## src/rtl/rv_fetch_pkg.sv

```systemverilog
// Shared constants and queue-entry type for the instruction fetch unit.
package rv_fetch_pkg;

  localparam int unsigned ILEN       = 32;
  localparam int unsigned INST_BYTES = 4;
  localparam int unsigned PC_MAX_W   = 64;

  localparam logic [ILEN-1:0] NOP_INST = 32'h00000013;

  // pc is sized for the widest supported XLEN; narrower builds use the low bits
  typedef struct packed {
    logic [PC_MAX_W-1:0] pc;
    logic [ILEN-1:0]     inst;
  } fetch_entry_t;

endpackage

```

## src/rtl/rv_fetch_fifo.sv

```systemverilog
// Synchronous FIFO with flush; DEPTH must be a power of two.
module rv_fetch_fifo #(
  parameter int unsigned DEPTH = 4,
  parameter int unsigned WIDTH = 96
) (
  input  logic                   clk,
  input  logic                   rst,
  input  logic                   i_flush,
  input  logic                   i_push,
  input  logic [WIDTH-1:0]       i_data,
  input  logic                   i_pop,
  output logic [WIDTH-1:0]       o_data,
  output logic                   o_full,
  output logic                   o_empty,
  output logic [$clog2(DEPTH):0] o_count
);

  localparam int unsigned AW = $clog2(DEPTH);

  logic [WIDTH-1:0] r_mem [DEPTH];
  logic [AW-1:0]    r_wr_ptr;
  logic [AW-1:0]    r_rd_ptr;
  logic [AW:0]      r_count;
  logic             w_wr;
  logic             w_rd;

  assign o_full  = (r_count == (AW+1)'(DEPTH));
  assign o_empty = (r_count == '0);
  assign o_count = r_count;
  assign o_data  = r_mem[r_rd_ptr];

  assign w_wr = i_push && !o_full;
  assign w_rd = i_pop && !o_empty;

  always_ff @(posedge clk) begin
    if (rst || i_flush) begin
      r_wr_ptr <= '0;
      r_rd_ptr <= '0;
      r_count  <= '0;
    end else begin
      if (w_wr) r_wr_ptr <= r_wr_ptr + AW'(1);
      if (w_rd) r_rd_ptr <= r_rd_ptr + AW'(1);
      case ({w_wr, w_rd})
        2'b10:   r_count <= r_count + (AW+1)'(1);
        2'b01:   r_count <= r_count - (AW+1)'(1);
        default: r_count <= r_count;
      endcase
    end
  end

  always_ff @(posedge clk) begin
    if (w_wr) r_mem[r_wr_ptr] <= i_data;
  end

endmodule

```

## src/rtl/rv_fetch_unit.sv

```systemverilog
// Instruction fetch: credit-limited requests, in-order response queue, redirect flush.
// Define FETCH_BYPASS_EN to forward a kept response straight to the head when the queue is empty.
module rv_fetch_unit
  import rv_fetch_pkg::*;
#(
  parameter int unsigned      XLEN     = 64,
  parameter int unsigned      DEPTH    = 4,
  parameter logic [XLEN-1:0]  RESET_PC = '0
) (
  input  logic                   clk,
  input  logic                   rst,
  output logic                   im_req_valid,
  input  logic                   im_req_ready,
  output logic [XLEN-1:0]        im_addr,
  input  logic                   im_resp_valid,
  input  logic [ILEN-1:0]        im_dout,
  input  logic                   redirect,
  input  logic [XLEN-1:0]        redirect_pc,
  input  logic                   stall,
  output logic                   inst_valid,
  output logic [ILEN-1:0]        inst,
  output logic [XLEN-1:0]        inst_pc,
  output logic [$clog2(DEPTH):0] count
);

  localparam int unsigned CW = $clog2(DEPTH) + 1;
  localparam logic [XLEN-1:0] ALIGN_MASK = ~XLEN'(INST_BYTES - 1);
  localparam logic [XLEN-1:0] PC_STEP    = XLEN'(INST_BYTES);

  logic [XLEN-1:0] r_fetch_pc;
  logic [XLEN-1:0] r_resp_pc;
  logic [CW-1:0]   r_outstanding;
  logic [CW-1:0]   r_drop;

  logic [XLEN-1:0] w_redirect_pc;
  logic [CW-1:0]   w_fifo_count;
  logic            w_fifo_full;
  logic            w_fifo_empty;
  logic [$bits(fetch_entry_t)-1:0] w_fifo_rdata;
  fetch_entry_t    w_head;
  fetch_entry_t    w_entry;
  logic            w_credit;
  logic            w_accept;
  logic            w_keep;
  logic            w_bypass;
  logic            w_push;
  logic            w_pop;

  assign w_redirect_pc = redirect_pc & ALIGN_MASK;
  assign w_head        = fetch_entry_t'(w_fifo_rdata);

  // queued entries plus in-flight requests bound the worst-case fill level
  assign w_credit     = !w_fifo_full &&
                        (({1'b0, w_fifo_count} + {1'b0, r_outstanding}) < (CW+1)'(DEPTH));
  assign im_req_valid = !rst && !redirect && w_credit;
  assign im_addr      = r_fetch_pc;
  assign w_accept     = im_req_valid && im_req_ready;
  assign w_keep       = !rst && !redirect && im_resp_valid && (r_drop == '0);
  assign count        = rst ? '0 : w_fifo_count;

`ifdef FETCH_BYPASS_EN
  assign w_bypass = w_keep && w_fifo_empty;
`else
  assign w_bypass = 1'b0;
`endif

  always_comb begin
    inst_valid    = 1'b0;
    inst          = NOP_INST;
    inst_pc       = '0;
    w_push        = 1'b0;
    w_pop         = 1'b0;
    w_entry.pc    = PC_MAX_W'(r_resp_pc);
    w_entry.inst  = im_dout;
    if (!rst) begin
      if (!w_fifo_empty) begin
        inst_valid = 1'b1;
        inst       = w_head.inst;
        inst_pc    = w_head.pc[XLEN-1:0];
      end else if (w_bypass) begin
        inst_valid = 1'b1;
        inst       = im_dout;
        inst_pc    = r_resp_pc;
      end
      if (!redirect) begin
        w_pop  = !w_fifo_empty && !stall;
        // a bypassed response consumed this cycle never enters the queue
        w_push = w_keep && !(w_bypass && !stall);
      end
    end
  end

  always_ff @(posedge clk) begin
    if (rst) begin
      r_fetch_pc    <= RESET_PC & ALIGN_MASK;
      r_resp_pc     <= RESET_PC & ALIGN_MASK;
      r_outstanding <= '0;
      r_drop        <= '0;
    end else if (redirect) begin
      r_fetch_pc    <= w_redirect_pc;
      r_resp_pc     <= w_redirect_pc;
      r_outstanding <= r_outstanding - CW'(im_resp_valid);
      r_drop        <= r_outstanding - CW'(im_resp_valid);
    end else begin
      if (w_accept) r_fetch_pc <= r_fetch_pc + PC_STEP;
      if (w_keep)   r_resp_pc  <= r_resp_pc + PC_STEP;
      r_outstanding <= r_outstanding + CW'(w_accept) - CW'(im_resp_valid);
      if (im_resp_valid && (r_drop != '0)) r_drop <= r_drop - CW'(1);
    end
  end

  rv_fetch_fifo #(
    .DEPTH (DEPTH),
    .WIDTH ($bits(fetch_entry_t))
  ) u_fifo (
    .clk     (clk),
    .rst     (rst),
    .i_flush (redirect),
    .i_push  (w_push),
    .i_data  (w_entry),
    .i_pop   (w_pop),
    .o_data  (w_fifo_rdata),
    .o_full  (w_fifo_full),
    .o_empty (w_fifo_empty),
    .o_count (w_fifo_count)
  );

endmodule

```

## config.mk

```make
export PLATFORM = sky130hd
export DESIGN_NAME = rv_fetch_unit
export DESIGN_NICKNAME = d
export VERILOG_FILES = /design/src/rtl/rv_fetch_pkg.sv /design/src/rtl/rv_fetch_fifo.sv /design/src/rtl/rv_fetch_unit.sv
export SDC_FILE = /design/constraint.sdc
export NUM_CORES = 1
export LEC_CHECK = 0
export CORE_MARGIN = 8
export CORE_UTILIZATION = 53
export DETAILED_ROUTE_END_ITERATION = 6
export PLACE_DENSITY_LB_ADDON = 0.25
export SETUP_SLACK_MARGIN = 0.5
export SLEW_MARGIN = 20
export SYNTH_ARGS = -nofsm -noshare
export SYNTH_HDL_FRONTEND = slang
export SYNTH_SLANG_ARGS = --single-unit
```

## constraint.sdc

```tcl
create_clock -name clk -period 7.2 [get_ports clk]
set_input_delay 1.44 -clock clk [delete_from_list [all_inputs] [get_ports clk]]
set_output_delay 1.44 -clock clk [all_outputs]
set_load 0.03 [all_outputs]
```

# Yosys cells after proc, flatten, opt, wreduce, memory -nomap -nowiden
# Memory sizes are Yosys's and may differ from the RTL's. A register that Yosys moved wholly into a read port is not among the register bits.
# Index checks and enable logic that the tools add are counted.
[totals]
register_bits = 141
ramBits = 384
elab_cells = 72
out_inout_bits = 165
inputBits = 102
n_memories = 1
[op_classes]
mux = 23
n_lt_le_gt_ge = 1
n_eq_ne = 3
n_reduce_logical = 24
add_sub_neg = 11
[mem_list]
columns = ["memory", "depth", "word_bits", "rd", "rd_clocked_by_memory_dff", "wr", "line", "source"]
rows = [
  ["u_fifo.r_mem", 4, 96, 1, 1, 1, "rv_fetch_fifo.sv:20", "logic [WIDTH-1:0] r_mem [DEPTH];"],
]
[ops]
columns = ["op", "count"]
rows = [
  ["$mux 64", 6],
  ["$add 64x3->64 const B", 2],
  ["$mux 32", 2],
  ["$mux 3", 4],
  ["$logic_and 1x1->1", 10],
  ["$mux 1", 8],
  ["$reduce_bool 2->1", 4],
  ["$logic_not 3->1", 2],
  ["$pmux 3 s2", 1],
  ["$sub 3x1->3", 2],
  ["$sub 3x1->3 const B", 2],
  ["$logic_not 1->1", 5],
  ["$add 2x1->2 const B", 2],
  ["$add 3x3->4", 1],
  ["$lt 4x3->1 const B", 1],
  ["$mux 2", 2],
  ["$add 3x1->3", 1],
  ["$add 3x1->3 const B", 1],
  ["$eq 3x3->1 const B", 1],
  ["$reduce_bool 3->1", 1],
  ["$eq 2x1->1 const B", 1],
  ["$eq 2x2->1 const B", 1],
  ["$reduce_or 2->1", 1],
  ["$logic_or 1x1->1", 1],
]

# Longest topological paths before layout
[depth]
ltp_word = 9
ltp_mapped = 17
depth_no_buf = 13

# Cells and area by module
# From an unflattened synthesis, not the netlist that was laid out.
[hier_totals]
cells_unflattened = 1625
hier_area_um2 = 22459.0
[modules_own_cells]
columns = ["module", "area_each_um2", "seq_area_each_um2", "cells_each", "n_inst"]
rows = [
  ["rv_fetch_fifo", 14321.2, 11711.2, 558, 1],
  ["rv_fetch_unit", 8137.8, 2602.5, 1067, 1],
]

# Worst setup path after synthesis
# OpenSTA, ideal clock, no wires.
[synth_timing]
kind = "in2reg"
start = "input redirect"
end = "memory u_fifo.r_mem[0][0] (enable)"
t_required_ns = 6.737
setup_ns = 0.463
cell_stages = 5
n_path_buf = 1
arrival_time_ns = 4.670
path_slack_ns = 2.067
cell_sequence = "clkbuf_1 -> nor2_2 -> nand2_1 -> nor2_1 -> and2_1"
[synth_via]
elab_chain_len = 9
[synth_rtl]
columns = ["element", "line", "source"]
rows = [
  ["from (decl)", "rv_fetch_unit.sv:17", "input logic redirect,"],
  ["$logic_not 1->1", "n/a", ""],
  ["$logic_and 1x1->1 (3 in series)", "rv_fetch_unit.sv:58", "assign w_keep = !rst && !redirect && im_resp_valid && (r_drop == '0);"],
  ["$mux 1 (*)", "rv_fetch_unit.sv:85", "if (!redirect) begin"],
  ["$mux 1 (*)", "rv_fetch_unit.sv:75", "if (!rst) begin"],
  ["$logic_and 1x1->1 (*)", "rv_fetch_fifo.sv:32", "assign w_wr = i_push && !o_full;"],
  ["$mux 1 (*)", "rv_fetch_fifo.sv:52", "if (w_wr) r_mem[r_wr_ptr] <= i_data;"],
  ["$mux 1 (implied by the code) (*)", "rv_fetch_fifo.sv:52", ""],
  ["to (decl)", "rv_fetch_fifo.sv:20", ""],
]
# Every way passes the cells marked *; elsewhere a longest branch is shown, timed or not.

# Worst setup path after layout
[layout_timing]
start = "input rst"
end = "output inst[4]"
[layout_via]
elab_chain_len = 1
[layout_rtl]
columns = ["element", "line", "source"]
rows = [
  ["from (decl)", "rv_fetch_unit.sv:11", "input logic rst,"],
  ["$mux 32", "rv_fetch_unit.sv:75", ""],
  ["to (decl)", "rv_fetch_unit.sv:21", "output logic [ILEN-1:0] inst,"],
]
# Every way passes these cells.

==> results <==
- The highest metal layer with signal wires is met4.
- The power density over the cells is 241.3 nW/um2.
- The first global-routing pass estimated 88,880 um of wire.
- The effective utilization at floorplan is 0.5331.
- Measured along the y axis, the die boundary spans 220.7 um.
- The detailed-routing iteration count for the pre-antenna-repair pass is 6.
- The most frequent standard cell in the layout excluding fill and tap cells is edfxtp_1.
- Dividing the detail-routed via count by the number of cells gives 6.044.
- The die covers 48,720 um2.
- The post-DP HPWL is 39,790 um.
- The number of buffers and inverters on the critical path is 4.
- The fraction of registers with async set or reset after synthesis is 0.
- The kind of critical path is in -> out.
- The class of the tightest hold or removal check is reg -> reg.
- The deepest level of the CTS H-tree is 2.
- At the end of the flow the core is filled with cells to 0.6516.
- The hold buffer count at CTS is 0.
- Along the worst path, the maximum fanout reaches 96.
- After detailed routing, the average wire length per cell comes to 24.25 um.
- In this run the clock root is driven by a clkbuf_16.
- The region available for standard cell placement spans 41,670 um2.
- The slew of the pin with the lowest slew margin is 1.182 ns.
- The total CTS buffers is 53.
- The final max-slew violation count is 0.
- Yosys mapped a number of flops with a built-in enable equal to 376.
- After the last flow step, the layout net total stands at 1,999.
- Port buffering added 260 buffers.
- The buffer depth of the longest clock path is 3.
- The critical path capture point type is an output port.
- The static power due to leakage is 8.572 nW.
- The insertion delay to the later sink of the worst-skew pair is 0.62 ns.
- The pin count of the biggest net entering global routing is 97.
- In the layout the commonest cells are 376 x edfxtp_1, 258 x clkdlybuf4s50_1, 137 x dfxtp_1.
- The required time at the endpoint of the critical path is 5.76 ns.
- The clock sink count is 515.
- The run finished with clean final reports.
- Setup violations remaining at the end of the flow were counted as 0.
- The most instantiated flip-flop cell in the synthesis netlist is edfxtp_1.
- The initial antenna violation count is 1.
- After clock tree synthesis, the clock-pin slew on the worst setup and hold paths is 0.06 ns.
- Pin placement for this block handled 267 I/O pins.
- The horizontal die dimension is 220.7 um.
- The distinct cell type count after synthesis is 70.
- The DRC violation count after routing is 0.
- For this run, the slowest stage of the critical path takes 0.66 ns.
- In the synthesized netlist, the number of instances is 1,626.
- The post-cts resize count is 0.
- The slowest stage of the critical path belongs to the cell clkdlybuf4s50_1.
- The worst max-slew margin expressed relative to the limit is 0.2057.
- The final critical-path share of the clock period is 0.7038.
- The worst-case IR drop observed on VDD is 233.5 uV.
- The kind of launch point of the worst setup path is an input pin.
- The number of global-route vias before repair is 14,860.
- Setup repair after global routing left no endpoint under its margin.
- The total wire length after detailed routing is 59,760 um.
- The number of buffers added for setup after CTS is 0.
- Across every metal layer, demand over resource in global routing totals 0.2429.
- The total overflow left after global routing is 0.
- The met2 wire length is 28,940 um.
- The number of nets still failing antenna checks after routing is 0.
- Summed over all failing endpoints, the final setup total negative slack is 0 ns.
- On the final layout, the worst clock skew is 0.03346 ns.
- The routed design uses 5142 um of met3 wire.
- The wire length on met1 is 23,910 um.
- The post-layout minimum cycle time is 5.067 ns.
- The tool flagged a number of max-cap violations equal to 0.
- The maximum operating frequency is 0.1973 GHz.
- The average instance in the mapped netlist occupies 13.66 um2.
- The area growth from synthesis to layout is 22.22%.
- The routed layout has 14,890 vias.
- After the first detailed-routing iteration, the DRC count stood at 1,263.
- Synthesis inferred 515 register bits.
- The cell area after technology mapping is 22,210 um2.
- The cell family with the largest share of critical-path delay is buffers and inverters.
- In the final layout, the share of cells above drive strength 1 is 0.1206.
- The critical path arrival is 3.63 ns.
- The routability-driven placement congestion ratio is 0.8996.
- The yosys synthesis warning count is 0.
- The clock tree from TritonCTS is yes.
- Row generation in the floorplan step produced 75 rows.
- The hold violation count in the final report was 0.
- Walking the worst path, the cells encountered are buf_2, buf_4, nor2b_1, nor3_2, buf_12, or2_2, clkdlybuf4s50_1.
- The part of the Yosys area used for sequential elements is 0.6336.
[flip-flops by register name (all words and copies together) (netlist names), named ones only]
name and flops:
u_fifo.r_mem 376, r_drop 3, u_fifo.r_wr_ptr 2, u_fifo.o_count 3, u_fifo.r_rd_ptr 2, r_outstanding 3
im_addr 62, r_resp_pc 62
[synthesized netlist by cell type, drive strengths merged (21+ instances only)]
master,instances,area share
nand2,103,0.017
nor2b,94,0.026
dfxtp,139,0.13
nor3,35,0.0083
clkbuf,52,0.0088
and3,21,0.0059
xnor2,43,0.017
mux4,94,0.095
xor2,38,0.015
a211oi,23,0.0080
o21ai,53,0.012
edfxtp,376,0.51
a21oi,44,0.0099
inv,29,0.0049
nor2,105,0.018
a31oi,26,0.0073
nor4,22,0.0081
nand4,50,0.015
nand3,64,0.015
buf,35,0.0074
[layer usage]
metal  vias to the layer above  global-route usage
met5                         -                   0
met4                         0             0.08315
met3                       110             0.06520
met2                       604              0.4015
met1                      7424              0.3084
li1                       6754                   -
[worst min-delay path, cell delays in order, from the launching register on]
cell and delay [ns]:
dfxtp_1 0.34, inv_1 0.06, o21ai_0 0.08
[final timing paths]
| check | start | end | slack (ns) | depth (start not counted) |
|---|---|---|---|---|
| worst max-delay path | rst | inst[4] | 2.13 | 7 |
| worst min-delay path | im_addr[55]$_SDFFE_PP0P_ | im_addr[55]$_SDFFE_PP0P_ | 0.53 | 2 |
| worst max register to register | r_drop[0]$_SDFFE_PP0P_ | u_fifo.r_mem[0][75]$_DFFE_PP_ | 3.66 | 8 |
| worst min register to register | im_addr[55]$_SDFFE_PP0P_ | im_addr[55]$_SDFFE_PP0P_ | 0.53 | 2 |
[stage by stage]
stage	hold WS (ns)	cells	cell area [um2]	total power [W]	worst slack [ns]
floorplan	0.4782	1629	22220	0.003640	2.067
global placement	0.4985	2364	25400	0.003861	2.133
detailed placement	0.5206	2364	25400	0.003878	2.064
CTS	0.5343	2463	27140	0.006590	2.134
global route	0.5589	2464	27150	0.006749	2.003
finish	0.5316	2464	27150	0.006549	2.133
[logic make-up after synthesis]
group	after synthesis	share of synthesized area
compound gates	220	0.06354
buf+inv	117	0.02129
flops	515	0.6336
simple gates	573	0.1402
other cells	1	0.0001688
fa+ha+maj	17	0.01025
xor+xnor	81	0.03194
mux	102	0.09903
[report_power, final]
group	leakage (nW)	total [W]	switching (W)	internal [W]
combinational	3.14	0.000459	0.000263	0.000195
sequential	4.60	0.00336	0.000104	0.00326
clock	0.841	0.00273	0.00113	0.00160
[layout make-up]
class,count,area [um2]
Antenna cell,1,2.502
Clock buffer,65,1401
Clock inverter,34,340.3
Fill cell,3088,14520
Inverter,30,113.9
Multi-Input combinational cell,997,7694
Sequential cell,515,14080
Tap cell,539,674.4
Timing Repair Buffer,283,2840
(Power assumes the default switching activity.)
